**config.mk**
```make
export PLATFORM = sky130hd
export DESIGN_NAME = shift_link_rx_flat
export DESIGN_NICKNAME = d
export VERILOG_FILES = /design/src/rtl/shift_link_rx_pkg.sv /design/src/rtl/shift_link_rx_if.sv /design/src/rtl/shift_link_rx_deser.sv /design/src/rtl/shift_link_rx.sv /design/src/flat_wrapper.sv
export SDC_FILE = /design/constraint.sdc
export NUM_CORES = 1
export LEC_CHECK = 0
export CAP_MARGIN = 10
export CORE_MARGIN = 2
export CORE_UTILIZATION = 50
export CTS_CLUSTER_SIZE = 12
export DETAILED_ROUTE_END_ITERATION = 6
export GPL_ROUTABILITY_DRIVEN = 0
export GPL_TIMING_DRIVEN = 0
export PLACE_DENSITY_LB_ADDON = 0.3
export REMOVE_ABC_BUFFERS = 1
export SLEW_MARGIN = 25
export SYNTH_ARGS = -nofsm -noshare
export SYNTH_HDL_FRONTEND = slang
export SYNTH_SLANG_ARGS = --single-unit
```
**constraint.sdc**
```tcl
create_clock -name i_clk -period 1.8 [get_ports i_clk]
set_clock_uncertainty 0.15 [all_clocks]
set_input_delay 0.45 -clock i_clk [delete_from_list [all_inputs] [get_ports i_clk]]
set_output_delay 0.45 -clock i_clk [all_outputs]
set_load 0.01 [all_outputs]
```
**src/rtl/shift_link_rx_pkg.sv**
```systemverilog
// shift_link_pkg: framing constants and FSM states shared by both ends of the shift link.
package shift_link_pkg;
  typedef enum logic [1:0] {IDLE, DATA, STOP} state_t;
  localparam logic START_BIT = 1'b1;
  localparam logic STOP_BIT  = 1'b0;
  localparam logic DIR_RIGHT = 1'b1;
  localparam logic DIR_LEFT  = 1'b0;
endpackage

```
**src/rtl/shift_link_rx_if.sv**
```systemverilog
// shift_link_rx_if: serial input side and parallel result side of the link receiver.
interface shift_link_rx_if #(parameter int WIDTH = 4, parameter int CNT_W = 8);
  logic             enb;
  logic             dir;
  logic             s_in;
  logic [WIDTH-1:0] q;
  logic             valid;
  logic             frame_err;
  logic             busy;
  logic [CNT_W-1:0] words;
  modport master(output enb, dir, s_in, input q, valid, frame_err, busy, words);
  modport slave(input enb, dir, s_in, output q, valid, frame_err, busy, words);
endinterface

```
**src/rtl/shift_link_rx_deser.sv**
```systemverilog
// shift_link_deser: WIDTH-bit bidirectional deserializer; dir=right feeds the MSB so the first bit lands in bit 0.
module shift_link_deser
  import shift_link_pkg::*;
#(
  parameter int WIDTH = 4
) (
  input  logic             i_clk,
  input  logic             i_rst_n,
  input  logic             i_enb,
  input  logic             i_dir,
  input  logic             i_d,
  output logic [WIDTH-1:0] o_q
);
  always_ff @(posedge i_clk or negedge i_rst_n)
    if (!i_rst_n) o_q <= '0;
    else if (i_enb) o_q <= (i_dir == DIR_RIGHT) ? {i_d, o_q[WIDTH-1:1]} : {o_q[WIDTH-2:0], i_d};
endmodule

```
**src/rtl/shift_link_rx.sv**
```systemverilog
// shift_link_rx: framed serial receiver (start 1, WIDTH data bits, stop 0) with strobes and a good-word count.
module shift_link_rx
  import shift_link_pkg::*;
#(
  parameter int WIDTH = 4,
  parameter int CNT_W = 8
) (
  input logic            i_clk,
  input logic            i_rst_n,
  shift_link_rx_if.slave bus
);
  localparam int CW = $clog2(WIDTH + 1);
  state_t           r_state;
  logic             r_dir;
  logic [CW-1:0]    r_cnt;
  logic [WIDTH-1:0] r_q;
  logic             r_valid;
  logic             r_err;
  logic [CNT_W-1:0] r_words;
  logic [WIDTH-1:0] w_deser;
  logic             w_shift;
  assign w_shift = bus.enb && (r_state == DATA);
  shift_link_deser #(.WIDTH(WIDTH)) u_deser (
    .i_clk  (i_clk),
    .i_rst_n(i_rst_n),
    .i_enb  (w_shift),
    .i_dir  (r_dir),
    .i_d    (bus.s_in),
    .o_q    (w_deser)
  );
  always_ff @(posedge i_clk or negedge i_rst_n)
    if (!i_rst_n) begin
      r_state <= IDLE;
      r_dir   <= DIR_LEFT;
      r_cnt   <= '0;
      r_q     <= '0;
      r_valid <= 1'b0;
      r_err   <= 1'b0;
      r_words <= '0;
    end else begin
      r_valid <= 1'b0;
      r_err   <= 1'b0;
      if (bus.enb)
        case (r_state)
          IDLE: if (bus.s_in == START_BIT) begin
            r_state <= DATA;
            r_dir   <= bus.dir;
            r_cnt   <= '0;
          end
          DATA: begin
            r_cnt <= r_cnt + 1'b1;
            if (r_cnt == CW'(WIDTH - 1)) r_state <= STOP;
          end
          STOP: begin
            r_state <= IDLE;
            if (bus.s_in == STOP_BIT) begin
              r_q     <= w_deser;
              r_valid <= 1'b1;
              r_words <= r_words + 1'b1;
            end else r_err <= 1'b1;
          end
          default: r_state <= IDLE;
        endcase
    end
  assign bus.q         = r_q;
  assign bus.valid     = r_valid;
  assign bus.frame_err = r_err;
  assign bus.busy      = (r_state != IDLE);
  assign bus.words     = r_words;
endmodule
```
**src/flat_wrapper.sv**
```systemverilog
// flat-port wrapper written by rule: the top's interface ports become plain ports
module shift_link_rx_flat import shift_link_pkg::*;
#(
  parameter int WIDTH = 4,
  parameter int CNT_W = 8
)
  (i_clk, i_rst_n, bus_enb, bus_dir, bus_s_in, bus_q, bus_valid, bus_frame_err, bus_busy, bus_words);
  shift_link_rx_if #(.WIDTH(WIDTH), .CNT_W(CNT_W)) bus_i ();
  input logic i_clk;
  input logic i_rst_n;
  input wire logic [$bits(bus_i.enb)-1:0] bus_enb;
  input wire logic [$bits(bus_i.dir)-1:0] bus_dir;
  input wire logic [$bits(bus_i.s_in)-1:0] bus_s_in;
  output wire logic [$bits(bus_i.q)-1:0] bus_q;
  output wire logic [$bits(bus_i.valid)-1:0] bus_valid;
  output wire logic [$bits(bus_i.frame_err)-1:0] bus_frame_err;
  output wire logic [$bits(bus_i.busy)-1:0] bus_busy;
  output wire logic [$bits(bus_i.words)-1:0] bus_words;
  assign bus_i.enb = bus_enb;
  assign bus_i.dir = bus_dir;
  assign bus_i.s_in = bus_s_in;
  assign bus_q = bus_i.q;
  assign bus_valid = bus_i.valid;
  assign bus_frame_err = bus_i.frame_err;
  assign bus_busy = bus_i.busy;
  assign bus_words = bus_i.words;
  shift_link_rx #(.WIDTH(WIDTH), .CNT_W(CNT_W)) u_core (.i_clk(i_clk), .i_rst_n(i_rst_n), .bus(bus_i));
endmodule
```
==> qor.txt <==
Static Leak -> 0.740 nW
Worst-margin pin slew -> 0.522 ns
Post-DRT Antenna Nets -> 0
Data arrival time at the worst-slack endpoint -> 1.79 ns
Port Buf Inserts -> 19
WP data required -> 1.86 ns
Pins Over Slew Limit -> 0
Vias per inst -> 5.16
Top cells by count, synth -> dfrtp_1, nand2_1, mux2_2, xnor2_1
Power per cell area -> 1090 mW/mm^2
First-pass GRT wire length -> 3180 um
Fraction of layout cells with a size suffix above 1 -> 23.0%
Clock sinks -> 24
DR top layer -> met4
Core Util, Final -> 68.5%
Routed WL -> 1780 um
Yosys reg bits -> 24
Final instance area -> 0.00136 sq mm
Final Power -> 1.48 mW
Final setup viols -> 0
CTS tree -> done
Placed cell count -> 125
Worst Hold Launch -> u_core.bus.q[2]
WL met3 -> 68 um
Clk buf depth -> 2
Largest net degree at the start of global routing -> 25
Post-route DRC -> 0
FMAX -> 577 MHz
Worst Hold Class -> reg2reg
Startpoint types -> primary input
Post-route setup TNS -> 0 ns
Post-synth cell types -> 27
Htree depth -> 1
DRT Pass-1 Iters -> 2
Layout area overhead -> 29.2%
Met1 wire length -> 781 um
Antenna violations before repair -> 0
Num ports -> 20
Post-DP HPWL -> 1140 um
Die X-Extent -> 49.8 um
Yosys top cell area share -> 57.1%
Max VDD drop -> 764 uV
Chip height -> 49.8 um
Max FO, Critical Path -> 13
Worst-path clk slew -> 0.13 ns
FF-to-FF Start -> u_core.r_state[0]
Status -> complete, no violations
Biggest area consumer among synthesized cells -> dfrtp_1
Top post-synthesis cells by area -> dfrtp_1, mux2_2, xnor2_1
Initial Utilization -> 53.0%
Core Area -> 0.00198 sq mm
Vias post-DR -> 723
GRT Util Overall -> 17.0%
Met2 WL post-DR -> 911 um
Post-synthesis average cell area -> 12.8 sq um
Final min period -> 1.73 ns
Clock Tree Root -> clkbuf_4
Synthesized instance count -> 82
Top-count cell post-synth -> dfrtp_1
Yosys warnings -> 0
Worst hold slack -> 0.354 ns
Setup WS post-layout -> 0.0654 ns
Cell Area, Placed -> 0.00124 sq mm
Async S/R FF share, synth -> 100%
Worst slew margin -> 65.2%
Critical path class -> in2reg
Final std cells w/o fill -> 140
Later-pin clock latency in the skew report -> 0.31 ns
Max-cap violations -> 0
Nets@finish -> 122
Pre-CTS setup slack -> -0.272 ns
Post-synthesis sequential area ratio -> 57.1%
Crit. Startpoint -> bus_enb
Total congestion overflow -> 0
Mapped Area -> 0.00105 sq mm
Row count -> 16
Antenna Cells -> 0
Die Area -> 0.00248 sq mm
CTS buffer count -> 3
Most used DFF post-synth -> dfrtp_1
CP Capture Type -> flip-flop
Drt first-iter violations -> 4
Post-synth EDFFs -> 0
Final Hold Fails -> 0
Vias in the first global route -> 719
WL/cell -> 12.7 um
Tcrit/Tclk final -> 96.4%
RSZ-0062 raised after global routing -> no
[routing by layer]
layer | GRT usage, % | vias up
met4 | 5.56 | 0
li1 | - | 354
met2 | 30.2 | 14
met5 | 0 | -
met1 | 20.8 | 353
met3 | 2.73 | 2
[flip-flops by register name (all words and copies together) (netlist names)]
signal / flops
u_core.u_deser.o_q: 4
u_core.bus.q: 4
u_core.r_dir: 1
u_core.bus.frame_err: 1
u_core.r_state: 2
u_core.bus.valid: 1
u_core.bus.words: 8
u_core.r_cnt: 3
[timing repair]
action / in CTS / in global routing
gates cloned: 0 / 0
endpoints found under the setup margin: 13 / 3
resized for setup: 18 / 4
hold endpoints to repair: 24 / 0
hold buffers: 1 / 0
buffers inserted: 10 / 0
[kinds of logic after synthesis]
group,Yosys count,synth area share [%]
flip-flops,24,57.1
buffers and inverters,5,3.57
AND/OR/NAND/NOR,22,12.1
XOR/XNOR,7,5.83
multiplexers,12,12.3
AO/OA/AOI/OAI,9,5.48
adder cells (fa/ha/maj),3,3.57
[cell type report]
type	instances	area [sq um]
Clock buffer	4	36.3
Multi-Input combinational cell	53	415
Timing Repair Buffer	30	262
Fill cell	155	624
Sequential cell	24	603
Tap cell	27	33.8
Inverter	2	7.51
[placed cells by master (no fill, tap or decap), types with 5 or more instances in the layout]
cell type	n
dfrtp_1	22
o21ai_0	5
nand2_1	7
xnor2_1	6
dlygate4sd2_1	12
buf_4	10
mux2_2	6
mux2i_1	5
[critical path, stage by stage]
cell	delay, ns
clkdlybuf4s50_1	0.59
and4bb_4	0.39
mux2_2	0.36
[worst paths after layout]
kind                                         end  slack (ns)  cells past startpoint
setup / recovery                 u_core.bus.q[0]        0.07                      3
hold / removal                   u_core.bus.q[2]        0.35                      1
setup reg to reg                 u_core.bus.q[0]        0.18                      3
hold reg to reg                  u_core.bus.q[2]        0.35                      1
max in group asynchronous      u_core.r_state[1]        0.64                      2
min in group asynchronous  u_core.u_deser.o_q[3]        0.48                      2
[power by group]
group | internal (mW) | switching [mW] | total [mW] | leakage (nW)
Clock | 0.124 | 0.159 | 0.282 | 0.0210
Combinational | 0.242 | 0.192 | 0.434 | 0.402
Sequential | 0.668 | 0.0949 | 0.763 | 0.316
Total | 1.03 | 0.445 | 1.48 | 0.740
Power figures use the tool's default switching activity.
